`src/rtl/rat_solver_pkg.sv`:
```
// Shared definitions for the maze solver: FSM state encoding, direction
// codes, default goal/stack sizing, and the coordinate step helper.
package rat_solver_pkg;

  typedef enum logic [2:0] {
    S_IDLE  = 3'd0,
    S_LOAD  = 3'd1,
    S_PROBE = 3'd2,
    S_MARK  = 3'd3,
    S_POP   = 3'd4,
    S_DONE  = 3'd5,
    S_FAIL  = 3'd6
  } state_t;

  localparam logic [1:0] DIR_UP    = 2'd0;  // Y-1
  localparam logic [1:0] DIR_RIGHT = 2'd1;  // X+1
  localparam logic [1:0] DIR_LEFT  = 2'd2;  // X-1
  localparam logic [1:0] DIR_DOWN  = 2'd3;  // Y+1

  localparam int DEF_GOAL_X = 15;
  localparam int DEF_GOAL_Y = 15;
  localparam int DEF_DEPTH  = 256;

  // Move (x,y) one cell in direction d, or against it when back=1.
  // 5-bit wrap is intentional: 0-1 = 31 and 15+1 = 16 both land outside
  // the 16x16 map, so the memory reports them as blocked.
  // Result packed as {x, y}.
  function automatic logic [9:0] step_xy(input logic [4:0] x,
                                         input logic [4:0] y,
                                         input logic [1:0] d,
                                         input logic       back);
    logic [4:0] dx;
    logic [4:0] dy;
    dx = 5'd0;
    dy = 5'd0;
    case (d)
      DIR_UP:    dy = 5'h1F;
      DIR_RIGHT: dx = 5'd1;
      DIR_LEFT:  dx = 5'h1F;
      default:   dy = 5'd1;
    endcase
    if (back) begin
      dx = 5'd0 - dx;
      dy = 5'd0 - dy;
    end
    return {x + dx, y + dy};
  endfunction

endpackage

```
`src/rtl/rat_solver_dir_stack.sv`:
```
// dir_stack: DEPTH x 2-bit LIFO holding the move history of the search.
// Ports:
//   clk, rst    clock, synchronous active-high reset (empties the stack)
//   clr         synchronous empty, used when a new solve is launched
//   push, din   push din (ignored when full)
//   pop         drop the top entry (ignored when empty)
//   dout        current top entry (combinational)
//   sp          entry count; entries live at 0..sp-1 in push order
//   rd_idx      random read index, rd_dir its entry (combinational)
module dir_stack #(
  parameter int DEPTH = 256
) (
  input  logic                         clk,
  input  logic                         rst,
  input  logic                         clr,
  input  logic                         push,
  input  logic                         pop,
  input  logic [1:0]                   din,
  output logic [1:0]                   dout,
  output logic [$clog2(DEPTH+1)-1:0]   sp,
  input  logic [$clog2(DEPTH)-1:0]     rd_idx,
  output logic [1:0]                   rd_dir
);

  localparam int SPW = $clog2(DEPTH + 1);
  localparam int IW  = $clog2(DEPTH);

  logic [1:0]     mem [DEPTH];
  logic [SPW-1:0] sp_q;
  logic           full;
  logic           empty;
  logic [IW-1:0]  top_idx;
  logic [IW-1:0]  wr_idx;

  assign full    = (sp_q == SPW'(DEPTH));
  assign empty   = (sp_q == '0);
  assign top_idx = IW'(sp_q - SPW'(1));
  assign wr_idx  = IW'(sp_q);

  always_ff @(posedge clk) begin
    if (push && !full) begin
      mem[wr_idx] <= din;
    end
  end

  always_ff @(posedge clk) begin
    if (rst || clr) begin
      sp_q <= '0;
    end else if (push && !full) begin
      sp_q <= sp_q + SPW'(1);
    end else if (pop && !empty) begin
      sp_q <= sp_q - SPW'(1);
    end
  end

  assign sp     = sp_q;
  assign dout   = mem[top_idx];
  assign rd_dir = mem[rd_idx];

endmodule

```
`src/rtl/rat_solver.sv`:
```
// rat_solver: depth-first maze solver with backtracking over a 16x16 maze
// memory, start (0,0), goal (GOAL_X,GOAL_Y). The path found is streamed out
// as 2-bit moves in the order they were taken.
// Ports:
//   clk, rst            clock, synchronous active-high reset
//   start               launch a solve (seen in IDLE, DONE, FAIL)
//   Dout                memory read result, 1 = wall/visited/out of bounds
//   Xm, Ym, RD, WR, Din memory coordinate / read / write port
//   readMap             one-cycle map load request
//   done, fail          result flags
//   path_valid/dir/last, path_ready   path stream
//   dbg_state           current FSM state
//
// Path stream handshake: an entry transfers on a rising edge where
// path_valid and path_ready are both 1. While path_valid is 1 and
// path_ready is 0, path_dir and path_last hold. path_valid never waits on
// path_ready, and drops once the last entry (path_last = 1) has transferred.
module rat_solver
  import rat_solver_pkg::*;
#(
  parameter int GOAL_X = DEF_GOAL_X,
  parameter int GOAL_Y = DEF_GOAL_Y,
  parameter int DEPTH  = DEF_DEPTH
) (
  input  logic       clk,
  input  logic       rst,
  input  logic       start,
  input  logic       Dout,
  output logic [4:0] Xm,
  output logic [4:0] Ym,
  output logic       RD,
  output logic       WR,
  output logic       Din,
  output logic       readMap,
  output logic       done,
  output logic       fail,
  output logic       path_valid,
  output logic [1:0] path_dir,
  output logic       path_last,
  input  logic       path_ready,
  output state_t     dbg_state
);

  localparam int SPW = $clog2(DEPTH + 1);
  localparam int IW  = $clog2(DEPTH);

  state_t         state, state_n;
  logic [4:0]     pos_x, pos_y, pos_x_n, pos_y_n;
  logic [1:0]     dir, dir_n;
  logic [SPW-1:0] rd_ptr, rd_ptr_n;

  logic           stk_clr, stk_push, stk_pop;
  logic [1:0]     stk_top;
  logic [SPW-1:0] sp;
  logic [IW-1:0]  rd_idx;
  logic [1:0]     rd_dir;

  logic [9:0]     cand;
  logic [9:0]     back;
  logic           at_goal;
  logic           launch;

  assign cand    = step_xy(pos_x, pos_y, dir, 1'b0);
  assign back    = step_xy(pos_x, pos_y, stk_top, 1'b1);
  assign at_goal = (pos_x == 5'(GOAL_X)) && (pos_y == 5'(GOAL_Y));
  assign rd_idx  = IW'(rd_ptr);

  dir_stack #(.DEPTH(DEPTH)) u_stack (
    .clk    (clk),
    .rst    (rst),
    .clr    (stk_clr),
    .push   (stk_push),
    .pop    (stk_pop),
    .din    (dir),
    .dout   (stk_top),
    .sp     (sp),
    .rd_idx (rd_idx),
    .rd_dir (rd_dir)
  );

  always_ff @(posedge clk) begin
    if (rst) begin
      state  <= S_IDLE;
      pos_x  <= 5'd0;
      pos_y  <= 5'd0;
      dir    <= 2'd0;
      rd_ptr <= '0;
    end else begin
      state  <= state_n;
      pos_x  <= pos_x_n;
      pos_y  <= pos_y_n;
      dir    <= dir_n;
      rd_ptr <= rd_ptr_n;
    end
  end

  always_comb begin
    state_n    = state;
    pos_x_n    = pos_x;
    pos_y_n    = pos_y;
    dir_n      = dir;
    rd_ptr_n   = rd_ptr;
    stk_clr    = 1'b0;
    stk_push   = 1'b0;
    stk_pop    = 1'b0;
    launch     = 1'b0;
    Xm         = 5'd0;
    Ym         = 5'd0;
    RD         = 1'b0;
    WR         = 1'b0;
    Din        = 1'b0;
    readMap    = 1'b0;
    done       = 1'b0;
    fail       = 1'b0;
    path_valid = 1'b0;
    path_dir   = 2'd0;
    path_last  = 1'b0;

    case (state)
      S_IDLE: begin
        launch = start;
      end

      S_LOAD: begin
        readMap = 1'b1;
        state_n = S_PROBE;
      end

      S_PROBE: begin
        Xm = cand[9:5];
        Ym = cand[4:0];
        RD = 1'b1;
        if (!Dout) begin
          pos_x_n  = cand[9:5];
          pos_y_n  = cand[4:0];
          stk_push = 1'b1;
          state_n  = S_MARK;
        end else if (dir != DIR_DOWN) begin
          dir_n = dir + 2'd1;
        end else if (sp != '0) begin
          state_n = S_POP;
        end else begin
          state_n = S_FAIL;
        end
      end

      S_MARK: begin
        Xm  = pos_x;
        Ym  = pos_y;
        WR  = 1'b1;
        Din = 1'b1;
        if (at_goal) begin
          state_n = S_DONE;
        end else begin
          dir_n   = DIR_UP;
          state_n = S_PROBE;
        end
      end

      S_POP: begin
        // Undo the top move and resume probing at the direction after it.
        // A popped DOWN has no next direction from that cell, so the pop
        // cascades one cell further back.
        stk_pop = 1'b1;
        pos_x_n = back[9:5];
        pos_y_n = back[4:0];
        dir_n   = stk_top + 2'd1;
        if (stk_top != DIR_DOWN) begin
          state_n = S_PROBE;
        end else if (sp == SPW'(1)) begin
          state_n = S_FAIL;
        end
      end

      S_DONE: begin
        done       = 1'b1;
        path_valid = (rd_ptr < sp);
        path_dir   = rd_dir;
        path_last  = path_valid && (rd_ptr == sp - SPW'(1));
        if (path_valid && path_ready) begin
          rd_ptr_n = rd_ptr + SPW'(1);
        end
        launch = start;
      end

      S_FAIL: begin
        fail   = 1'b1;
        launch = start;
      end

      default: begin
        state_n = S_IDLE;
      end
    endcase

    // Every launch, from any resting state, starts from a clean search.
    if (launch) begin
      state_n  = S_LOAD;
      pos_x_n  = 5'd0;
      pos_y_n  = 5'd0;
      dir_n    = DIR_UP;
      rd_ptr_n = '0;
      stk_clr  = 1'b1;
    end
  end

  assign dbg_state = state;

endmodule

```
`config.mk`:
```
export PLATFORM = sky130hd
export DESIGN_NAME = rat_solver
export DESIGN_NICKNAME = d
export VERILOG_FILES = /design/src/rtl/rat_solver_pkg.sv /design/src/rtl/rat_solver_dir_stack.sv /design/src/rtl/rat_solver.sv
export SDC_FILE = /design/constraint.sdc
export NUM_CORES = 1
export LEC_CHECK = 0
export BUFFER_PORTS_ARGS = -buffer_cell sky130_fd_sc_hd__clkbuf_2
export CORE_ASPECT_RATIO = 1.75
export CORE_UTILIZATION = 40
export CTS_BUF_LIST = sky130_fd_sc_hd__clkbuf_4
export CTS_CLUSTER_DIAMETER = 120
export DETAILED_ROUTE_END_ITERATION = 12
export GPL_ROUTABILITY_DRIVEN = 0
export PLACE_DENSITY = 0.55
export SETUP_SLACK_MARGIN = 0.4
export SLEW_MARGIN = 20
export SYNTH_ARGS = -nofsm -noshare
export SYNTH_HDL_FRONTEND = slang
export SYNTH_HIERARCHICAL = 1
export SYNTH_SLANG_ARGS = --single-unit
```
`constraint.sdc`:
```
create_clock -name clk -period 11.9 [get_ports clk]
set_input_delay 1.19 -clock clk [delete_from_list [all_inputs] [get_ports clk]]
set_output_delay 1.19 -clock clk [all_outputs]
set_load 0.1 [all_outputs]
```
Yosys cells after proc, flatten, opt, wreduce, memory -nomap -nowiden
Memories as Yosys holds them, arrays and structs flattened. A register that Yosys moved wholly into a read port is not among the register bits.
Index checks and enable logic that the tools add are counted.
{"block": "word_totals", "register_bits": 33, "ram_bits": 512, "in_bits": 5, "output_inout_bits": 23, "word_cells": 113, "memories": 1}
{"memory": "u_stack.mem", "depth": 256, "width": 2, "read_ports": 2, "rd_clocked_by_memory_dff": 1, "wr": 1, "line_no": "rat_solver_dir_stack.sv:28", "source": "logic [1:0] mem [DEPTH];"}
{"block": "classes", "addsub": 11, "magnitude_cmp": 1, "n_eq_ne": 26, "mux": 41, "bitwise": 1, "n_reduce_logical": 25}
{"op": "5-bit one-hot mux with 2 select lines", "count": 8}
{"op": "5-bit adder", "count": 4}
{"op": "9-bit by 1-bit adder with 9-bit output (second input constant)", "count": 2}
{"op": "9-bit 2-to-1 mux", "count": 2}
{"op": "8-bit 2-to-1 mux", "count": 2}
{"op": "1-bit 2-to-1 mux", "count": 15}
{"op": "3-bit 2-to-1 mux", "count": 5}
{"op": "3-bit one-hot mux with 5 select lines", "count": 1}
{"op": "2-bit != test (second input constant)", "count": 6}
{"op": "5-bit by 4-bit equality test with 1-bit output (second input constant)", "count": 2}
{"op": "2-bit 2-to-1 mux", "count": 5}
{"op": "5-bit 2-to-1 mux", "count": 2}
{"op": "1-bit by 5-bit subtractor with 5-bit output (first input constant)", "count": 2}
{"op": "3-bit equality test (second input constant)", "count": 3}
{"op": "9-bit by 1-bit equality test with 1-bit output (second input constant)", "count": 1}
{"op": "9-bit equality test", "count": 1}
{"op": "9-bit equality test (second input constant)", "count": 1}
{"op": "9-bit zero test", "count": 1}
{"op": "9-bit < comparator", "count": 1}
{"op": "9-bit nonzero test", "count": 1}
{"op": "9-bit by 1-bit subtractor with 9-bit output (second input constant)", "count": 1}
{"op": "4-bit != test (second input constant)", "count": 2}
{"op": "3-bit by 2-bit equality test with 1-bit output (second input constant)", "count": 2}
{"op": "3-bit != test (second input constant)", "count": 2}
{"op": "19 further kinds", "count": 33}

Logic depth before layout (Yosys ltp)
Gate-level depths: netlist of the first run.
An unclocked memory read counts as a cell.
{"block": "depth", "ltp_word": 8, "depth_mapped": 25, "ltp_nobuf": 20}

Hierarchy
Netlist of the first run, hierarchy kept.
{"mod": "dir_stack", "n_inst": 1, "cells_per_inst": 1579, "area_each_um2": 25928.6, "seq_area_each_um2": 15554.9}
{"mod": "rat_solver", "n_inst": 1, "cells_per_inst": 344, "area_each_um2": 2641.3, "seq_area_each_um2": 480.5}

Least setup slack after synthesis of the first run
No wires, ideal clock.
{"block": "synth_timing", "path_kind": "register to output", "from": "register dir[0]", "to": "output port Xm[4]", "t_arrival_ns": 7.085, "t_required_ns": 10.710, "path_slack_ns": 3.625, "path_stages_with_launch": 11, "path_buffers": 0, "path_cell_list": "dfxtp_1 -> inv_1 -> ha_1 -> ha_1 -> inv_1 -> fa_1 -> nand2b_1 -> a21oi_1 -> xnor2_1 -> or3_1 -> a21oi_1"}
{"block": "synth_between", "elab_chain_len": 4, "word_cells_on_any_way": 5, "classes_between": "add/sub: 1; eq/ne: 2; mux: 2"}
{"item": "from (decl)", "line_no": "rat_solver.sv:49", "source": "logic [1:0] dir, dir_n;"}
{"item": "from (signal assigned)", "line_no": "rat_solver.sv:92", "source": "dir <= dir_n;"}
{"item": "2-bit equality test or 2-bit by 1-bit equality test with 1-bit output (tied branches)", "line_no": "rat_solver_pkg.sv:36", "source": "case (d)"}
{"item": "5-bit one-hot mux with 2 select lines *", "line_no": "rat_solver_pkg.sv:36"}
{"item": "5-bit adder *", "line_no": "rat_solver_pkg.sv:46", "source": "return {x + dx, y + dy};"}
{"item": "5-bit one-hot mux with 2 select lines *", "line_no": "rat_solver.sv:119", "source": "case (state)"}
{"item": "to (decl)", "line_no": "rat_solver.sv:29", "source": "output logic [4:0] Xm,"}
Mark *: on every way between the ends. The rest lies on a longest branch, timed or not.

Worst setup path after layout of the first run
{"block": "layout_timing", "from": "register u_stack.sp_q[0] (netlist: u_stack/sp[0])", "to": "register pos_y[4]"}
{"block": "layout_between", "elab_chain_len": 8, "word_cells_on_any_way": 10, "classes_between": "add/sub: 3; eq/ne: 2; mux: 2; reduce/logical: 2; memory: 1"}
{"item": "from (decl)", "line_no": "rat_solver_dir_stack.sv:29", "source": "logic [SPW-1:0] sp_q;"}
{"item": "from (signal assigned)", "line_no": "rat_solver_dir_stack.sv:50", "source": "sp_q <= sp_q + SPW'(1);"}
{"item": "from (signal assigned)", "line_no": "rat_solver_dir_stack.sv:52", "source": "sp_q <= sp_q - SPW'(1);"}
{"item": "9-bit by 1-bit subtractor with 9-bit output *", "line_no": "rat_solver_dir_stack.sv:37", "source": "assign top_idx = IW'(sp_q - SPW'(1));"}
{"item": "memory 256 x 2 bit *"}
{"item": "via stk_top[1]", "line_no": "rat_solver.sv:53", "source": "logic [1:0] stk_top;"}
{"item": "2-bit equality test or 2-bit by 1-bit equality test with 1-bit output (tied branches)", "line_no": "rat_solver_pkg.sv:36"}
{"item": "2-bit OR reduction (no line)"}
{"item": "5-bit one-hot mux with 2 select lines *", "line_no": "rat_solver_pkg.sv:36"}
{"item": "1-bit by 5-bit subtractor with 5-bit output *", "line_no": "rat_solver_pkg.sv:44", "source": "dy = 5'd0 - dy;"}
{"item": "5-bit adder *", "line_no": "rat_solver_pkg.sv:46"}
{"item": "5-bit one-hot mux with 2 select lines *", "line_no": "rat_solver.sv:119"}
{"item": "to (signal assigned)", "line_no": "rat_solver.sv:91", "source": "pos_y <= pos_y_n;"}
{"item": "to (decl)", "line_no": "rat_solver.sv:48", "source": "logic [4:0] pos_x, pos_y, pos_x_n, pos_y_n;"}
The timed path passes the listed nets; every way through them passes the cells marked *.
A chain may end at the register's enable or synchronous reset.

==> results.cfg, run 1 <==
[critical_path]
critPathMostFrequentCell = inv_1
crit_arrival_ns = 8.50
worstPathCellList = inv_1, ha_4, buf_4, mux4_2, nand2_1, a32o_1, nor4_1, nor4_1, a32oi_1, inv_1, ha_1, inv_1, ha_1, fa_1, inv_1, a21o_1, a21oi_1, xnor2_1, o22ai_1, mux2_2
critPathMaxFanout = 53
cp.buffers_inverters = 5
cpPeakStageDelay_ns = 1.01
cp_top_family = adder cells
r2r_setup_slack_ns = 4.27
start_kind = flop
path_class = reg -> reg
slowest_stage = ha_4
required_ns = 12.77
worst_setup_path_end_kind = flop

[pwr]
power_density_nw_per_um2 = 189
power_mw = 5.89
peakVddDrop_v = 0.000113
p_leak_nw = 9.49

[yosys]
synth_warnings = 6
syn_inst = 1923
yosysUniqueCellTypes = 79
syn_area_um2 = 28600
synth_area_leader_cell = edfxtp_1
synth-edff-count = 512
syn-num-nets = 1971
synth-async-reset-ratio = 0
syn_area_per_cell_um2 = 14.9
synth.most_common_cell = edfxtp_1
ys_top_cells_by_area = edfxtp_1, mux4_2, nor2_1
ys.flop_type = edfxtp_1
yosysTopAreaCellShare = 0.538
synth_seq_cells = 545
ys_seq_area_frac = 0.561
synth_common_cells = edfxtp_1, nor2_1, mux4_2

[detailed_routing]
viasPerCell = 6.25
post_drt_wl_per_cell_um = 30.4
drt_iter0_drc = 1662
wl_um = 90700
final_antenna_net_count = 0
drc_errors = 0
vias = 18631
drt-pass1-iter-count = 5

[global_route]
grt_max_degree = 117
grt.overflow.total = 0
grt_pass1_vias = 19897
track_usage = 0.254
grt_pass1_wl_um = 131000
antenna_found_initial = 2

[floorplanning]
die_area_um2 = 72500
die_x_um = 204
initial_core_util = 0.404
core-area_um2 = 70700
io_pins = 28
rows = 129
die_h_um = 356

[clock_network]
cts_buffers = 119
cts_tree = built
clock_sinks = 545
clock_latency_ns = 0.98
post_cts_buffers = 0
cts.clk_slew.worst_paths_ns = 0.09
cts-resized-gates = 0
cts_root_buf = clkbuf_4
cts_hold_buf = 0
htree_levels = 3
cts_max_path_buffers = 3

[sta]
max_slew_margin = 0.201
setup_viol = 0
final-max-slew-violation-count = 0
hold_viol_final = 0
tightest_slew_ns = 1.17
holdWs_ns = 0.421
rsz0062_at_grt = no
fmax_ghz = 0.131
fin_setup_tns_ns = 0
layout_worst_path_cycle_share = 0.641
setup_ws_ns = 4.27
clock_skew_ns = 0.0573
min_period_ns = 7.63

[placement]
place_worst_setup_slack_ns = 4.35
portBuffers = 27
hpwl_um = 59900

[finish]
drive_above_1_share = 0.288
area_growth_pct = 9.08
nets = 2014
final_util = 0.441

[min_path]
hp-class = in -> reg

[flow_run]
max_cap_viol_count = 0

[status]
outcome = finished, final reports clean
[worst register-to-register path, stage by stage, from the launching register on]
cell	delay, ns
dfxtp_4	0.75
inv_1	0.55
ha_4	1.01
buf_4	0.76
mux4_2	0.37
nand2_1	0.06
a32o_1	0.35
nor4_1	0.68
nor4_1	0.26
a32oi_1	0.70
inv_1	0.10
ha_1	0.36
inv_1	0.06
ha_1	0.21
fa_1	0.43
inv_1	0.08
a21o_1	0.10
a21oi_1	0.07
xnor2_1	0.12
o22ai_1	0.14
mux2_2	0.35
[power by group]
| group | total, mW | switching (mW) | internal [mW] |
|---|---|---|---|
| Combinational | 2.07 | 1.32 | 0.745 |
| Sequential | 2.33 | 0.0896 | 2.24 |
| Clock | 1.49 | 0.770 | 0.719 |
[flip-flops by register name (all words and copies together) (netlist names)]
name / cells
dir: 2
pos_y: 5
dbg_state: 3
rd_ptr: 9
u_stack/mem: 512
pos_x: 5
u_stack/sp: 9
[worst paths after layout]
check	startpoint	end	cells past startpoint
min	rst	dbg_state[0]$_SDFFE_PP0P_	2
max	u_stack/sp[0]$_SDFFE_PP0P_	pos_y[4]$_SDFFE_PP0P_	20
min reg2reg	rd_ptr[7]$_SDFFE_PP0P_	rd_ptr[7]$_SDFFE_PP0P_	2
max reg2reg	u_stack/sp[0]$_SDFFE_PP0P_	pos_y[4]$_SDFFE_PP0P_	20
[per-layer routing]
| metal | up-vias | part of all wire | global-route usage |
|---|---|---|---|
| met3 | 326 | 0.056 | 0.0441 |
| li1 | 7812 | - | - |
| met1 | 9656 | 0.33 | 0.255 |
| met2 | 837 | 0.54 | 0.469 |
| met4 | 0 | 0.077 | 0.180 |
| met5 | - | 0 | 0 |
[through the flow]
| stage | area [um2] | std cells |
|---|---|---|
| after detailed placement | 29600 | 2762 |
| final | 31200 | 2983 |
| after CTS | 31100 | 2977 |
| after floorplan | 28600 | 1923 |
| after global routing | 31200 | 2979 |
| after global placement | 29600 | 2762 |
[cells by family (layout without fill, tap and decap cells)]
family | Yosys count | in the layout | share of synthesized area
XOR/XNOR | 45 | 45 | 0.0147
AO/OA/AOI/OAI | 194 | 194 | 0.0497
multiplexers | 338 | 338 | 0.235
buffers and inverters | 192 | 329 | 0.0309
adder cells (fa/ha/maj) | 43 | 43 | 0.0199
AND/OR/NAND/NOR | 566 | 566 | 0.0882
other | 0 | 6 | 0
flip-flops | 545 | 545 | 0.561
[layout make-up]
class	count	area [um2]
inverters	45	169
multi-input cells	1186	11800
fillers	6367	39500
clock inverters	63	422
repair buffers	69	454
diodes	6	15.0
well taps	917	1150
clock buffers	152	1140
flip-flops and latches	545	16100
[cell usage in the layout, fill, tap and decap left out, types with 20 or more instances in the layout]
cell type / instances
mux4_2: 264
mux2i_1: 43
clkbuf_4: 152
a21oi_1: 39
ha_1: 38
dfxtp_1: 24
clkinv_1: 31
nand2_1: 77
xnor2_1: 30
mux2_2: 31
a211oi_1: 20
inv_1: 44
clkbuf_2: 27
buf_4: 41
nand3_1: 34
nor2_1: 326
clkinv_2: 21
nor2b_1: 32
edfxtp_1: 512
(Power assumes the default switching activity.)
==> run 2: changes to the inputs <==
--- a/config.mk
+++ b/config.mk
@@ -5,6 +5,7 @@
 export SDC_FILE = /design/constraint.sdc
 export NUM_CORES = 1
 export LEC_CHECK = 0
+export ABC_AREA = 1
 export BUFFER_PORTS_ARGS = -buffer_cell sky130_fd_sc_hd__clkbuf_2
 export CORE_ASPECT_RATIO = 1.75
 export CORE_UTILIZATION = 40
==> constraint.sdc (replaced) <==
create_clock -name clk -period 7.5 [get_ports clk]
set_input_delay 0.75 -clock clk [delete_from_list [all_inputs] [get_ports clk]]
set_output_delay 0.75 -clock clk [all_outputs]
set_load 0.1 [all_outputs]
==> run 2 against run 1 <==
Net effect: worst setup slack got worse by 2.5 ns; global-route usage grew 3.0 points; die area up 8.8%; sequential power grew 41%; sequential share of layout area fell by 3.4 points; critical path depth down 5; register-to-register slack lost 2.3 ns; synthesized cell count rose by 100%; critical endpoint is now path_dir[0]; via count up 49%.
==> results.cfg, run 2 <==
[global_route]
grt.overflow.total = 0
grt_max_degree = 207
grt_pass1_wl_um = 164000
grt_pass1_vias = 27466
track_usage = 0.284
antenna_found_initial = 2

[critical_path]
required_ns = 6.75
crit_arrival_ns = 4.94
path_class = reg -> out
r2r_setup_slack_ns = 1.98
start_kind = flop
worst_setup_path_end_kind = output pin
critPathMaxFanout = 65

[sta]
hold_viol_final = 0
clock_skew_ns = 0.0476
final-max-slew-violation-count = 0
max_slew_margin = 0.230
layout_worst_path_cycle_share = 0.758
min_period_ns = 5.69
setup_viol = 0
tightest_slew_ns = 1.15
fin_setup_tns_ns = 0
rsz0062_at_grt = no
fmax_ghz = 0.176

[yosys]
synth-async-reset-ratio = 0
ys_seq_area_frac = 0.516
synth_seq_cells = 545
syn_area_um2 = 31100
ys_top_cells_by_area = edfxtp_1, nand2_1, nand3_1
synth.most_common_cell = nand2_1
yosysTopAreaCellShare = 0.494
ys.flop_type = edfxtp_1
syn_area_per_cell_um2 = 8.06
synth_area_leader_cell = edfxtp_1
syn-num-nets = 3907
syn_inst = 3859
yosysUniqueCellTypes = 44
synth-edff-count = 512
synth_common_cells = nand2_1, nand3_1, nor2_1
synth_warnings = 6

[finish]
drive_above_1_share = 0.0862
area_growth_pct = 7.33
final_cells = 4922
nets = 3848
largest_reg_flops = 512
fin_area_um2 = 33400
mostFrequentLayoutCells = nand2_1, nand3_1, nor2_1
regMostFlops = u_stack/mem
layout_commonest_cell = nand2_1
fill_cells = 7870

[floorplanning]
die_h_um = 371
die_x_um = 213
core-area_um2 = 76600
die_area_um2 = 78900
rows = 134
initial_core_util = 0.406
io_pins = 28

[detailed_routing]
final_antenna_net_count = 0
drc_errors = 0
vias = 27812
drt_iter0_drc = 2679
post_drt_wl_per_cell_um = 22.6
viasPerCell = 5.65
wl_um = 111000
drt-pass1-iter-count = 6

[clock_network]
htree_levels = 4
cts_max_path_buffers = 3
clock_latency_ns = 0.99
cts_buffers = 132
cts_tree = built
cts-resized-gates = 0
cts_root_buf = clkbuf_4
cts.clk_slew.worst_paths_ns = 0.07
clock_sinks = 545
post_cts_buffers = 0
cts_hold_buf = 1

[min_path]
hp-class = in -> reg

[placement]
dp_cells = 4685
hpwl_um = 64200
portBuffers = 27
dpl_cell_area_um2 = 31700

[status]
outcome = finished, final reports clean

[pwr]
peakVddDrop_v = 0.000126
power_density_nw_per_um2 = 178
p_leak_nw = 13.0

[flow_run]
max_cap_viol_count = 0
==> run 2: cell types whose count changed after synthesis, moves of 29 or more <==
cell     previous run  this run
nand3_1            45       778
buf_1              10        39
mux4_2            264         0
mux2_2             31         0
inv_1              44       200
nor2b_1            32         0
buf_2              36       101
nor2_1            326       569
nand2_1            77      1102
o21ai_0            14       160
mux2i_1            43         0
==> run 2: worst paths after layout <==
path / from / to / cells past startpoint
setup / recovery: rd_ptr[1]$_SDFFE_PP0P_ / path_dir[0] / 15
hold / removal: start / dbg_state[0]$_SDFFE_PP0P_ / 5
setup reg to reg: u_stack/sp[0]$_SDFFE_PP0P_ / pos_y[4]$_SDFFE_PP0P_ / 24
hold reg to reg: rd_ptr[8]$_SDFFE_PP0P_ / rd_ptr[8]$_SDFFE_PP0P_ / 2
==> run 2: metal layers <==
layer | vias to the layer above | GRT usage | wire, um
met5 | - | 0 | 0
met4 | 0 | 0.192 | 7380
met3 | 381 | 0.0467 | 7470
met2 | 1253 | 0.496 | 56400
met1 | 13304 | 0.314 | 40000
li1 | 12874 | - | -
==> run 2: kinds of logic (layout without fill, tap and decap cells) <==
logic type                 after synthesis  count (layout)  share of synthesized area
and+or+nand+nor                       2511            2511                      0.347
DFF                                    545             545                      0.516
buffers and inverters                  474             515                     0.0663
AOI/OAI and AO/OA                      258             258                     0.0437
adders and majority gates               43              43                     0.0183
xor gates and xnor gates                28              28                    0.00897
other                                    0               2                          0
==> run 2: stage by stage <==
step	total power, mW	util	setup slack, ns	hold slack, ns
3_3_place_gp	3.49	0.414	2.02	0.527
5_1_grt	6.11	0.436	1.61	0.191
6_report	5.93	0.436	1.81	0.165
2_1_floorplan	3.45	-	1.29	0.477
3_5_place_dp	3.49	0.414	1.99	0.532
4_1_cts	5.99	0.436	1.75	0.0733
==> run 2: cell type report <==
cell class,instances,area [um2],area share
clock buffer,185,1390,0.0416
tap,1020,1280,0.0382
antenna,2,5.00,0.000150
timing repair buffer,67,500,0.0150
clock inverter,49,285,0.00855
inverter,214,827,0.0248
multi-input combinational,2840,13000,0.391
sequential,545,16100,0.481
==> run 2: critical path, cell delays in order (launching register included) <==
cell and delay [ns]:
dfxtp_4 0.47, inv_4 0.77, buf_4 0.75, a21oi_1 0.06
o21ai_0 0.12, nand3_1 0.12, nand3_1 0.12, nand3_1 0.26
nand2_1 0.15, nand2_1 0.05, nand3_1 0.07, nand3_1 0.10
nand2_1 0.09, inv_1 0.09, nor2_1 0.15, clkbuf_2 0.48
==> run 2: power breakdown <==
part           internal, mW  total, mW  switching [mW]  leakage [nW]
Sequential             3.28       3.29         0.00508          4.73
Combinational        0.0361      0.136           0.100          7.24
Clock                  1.25       2.51            1.26          1.00
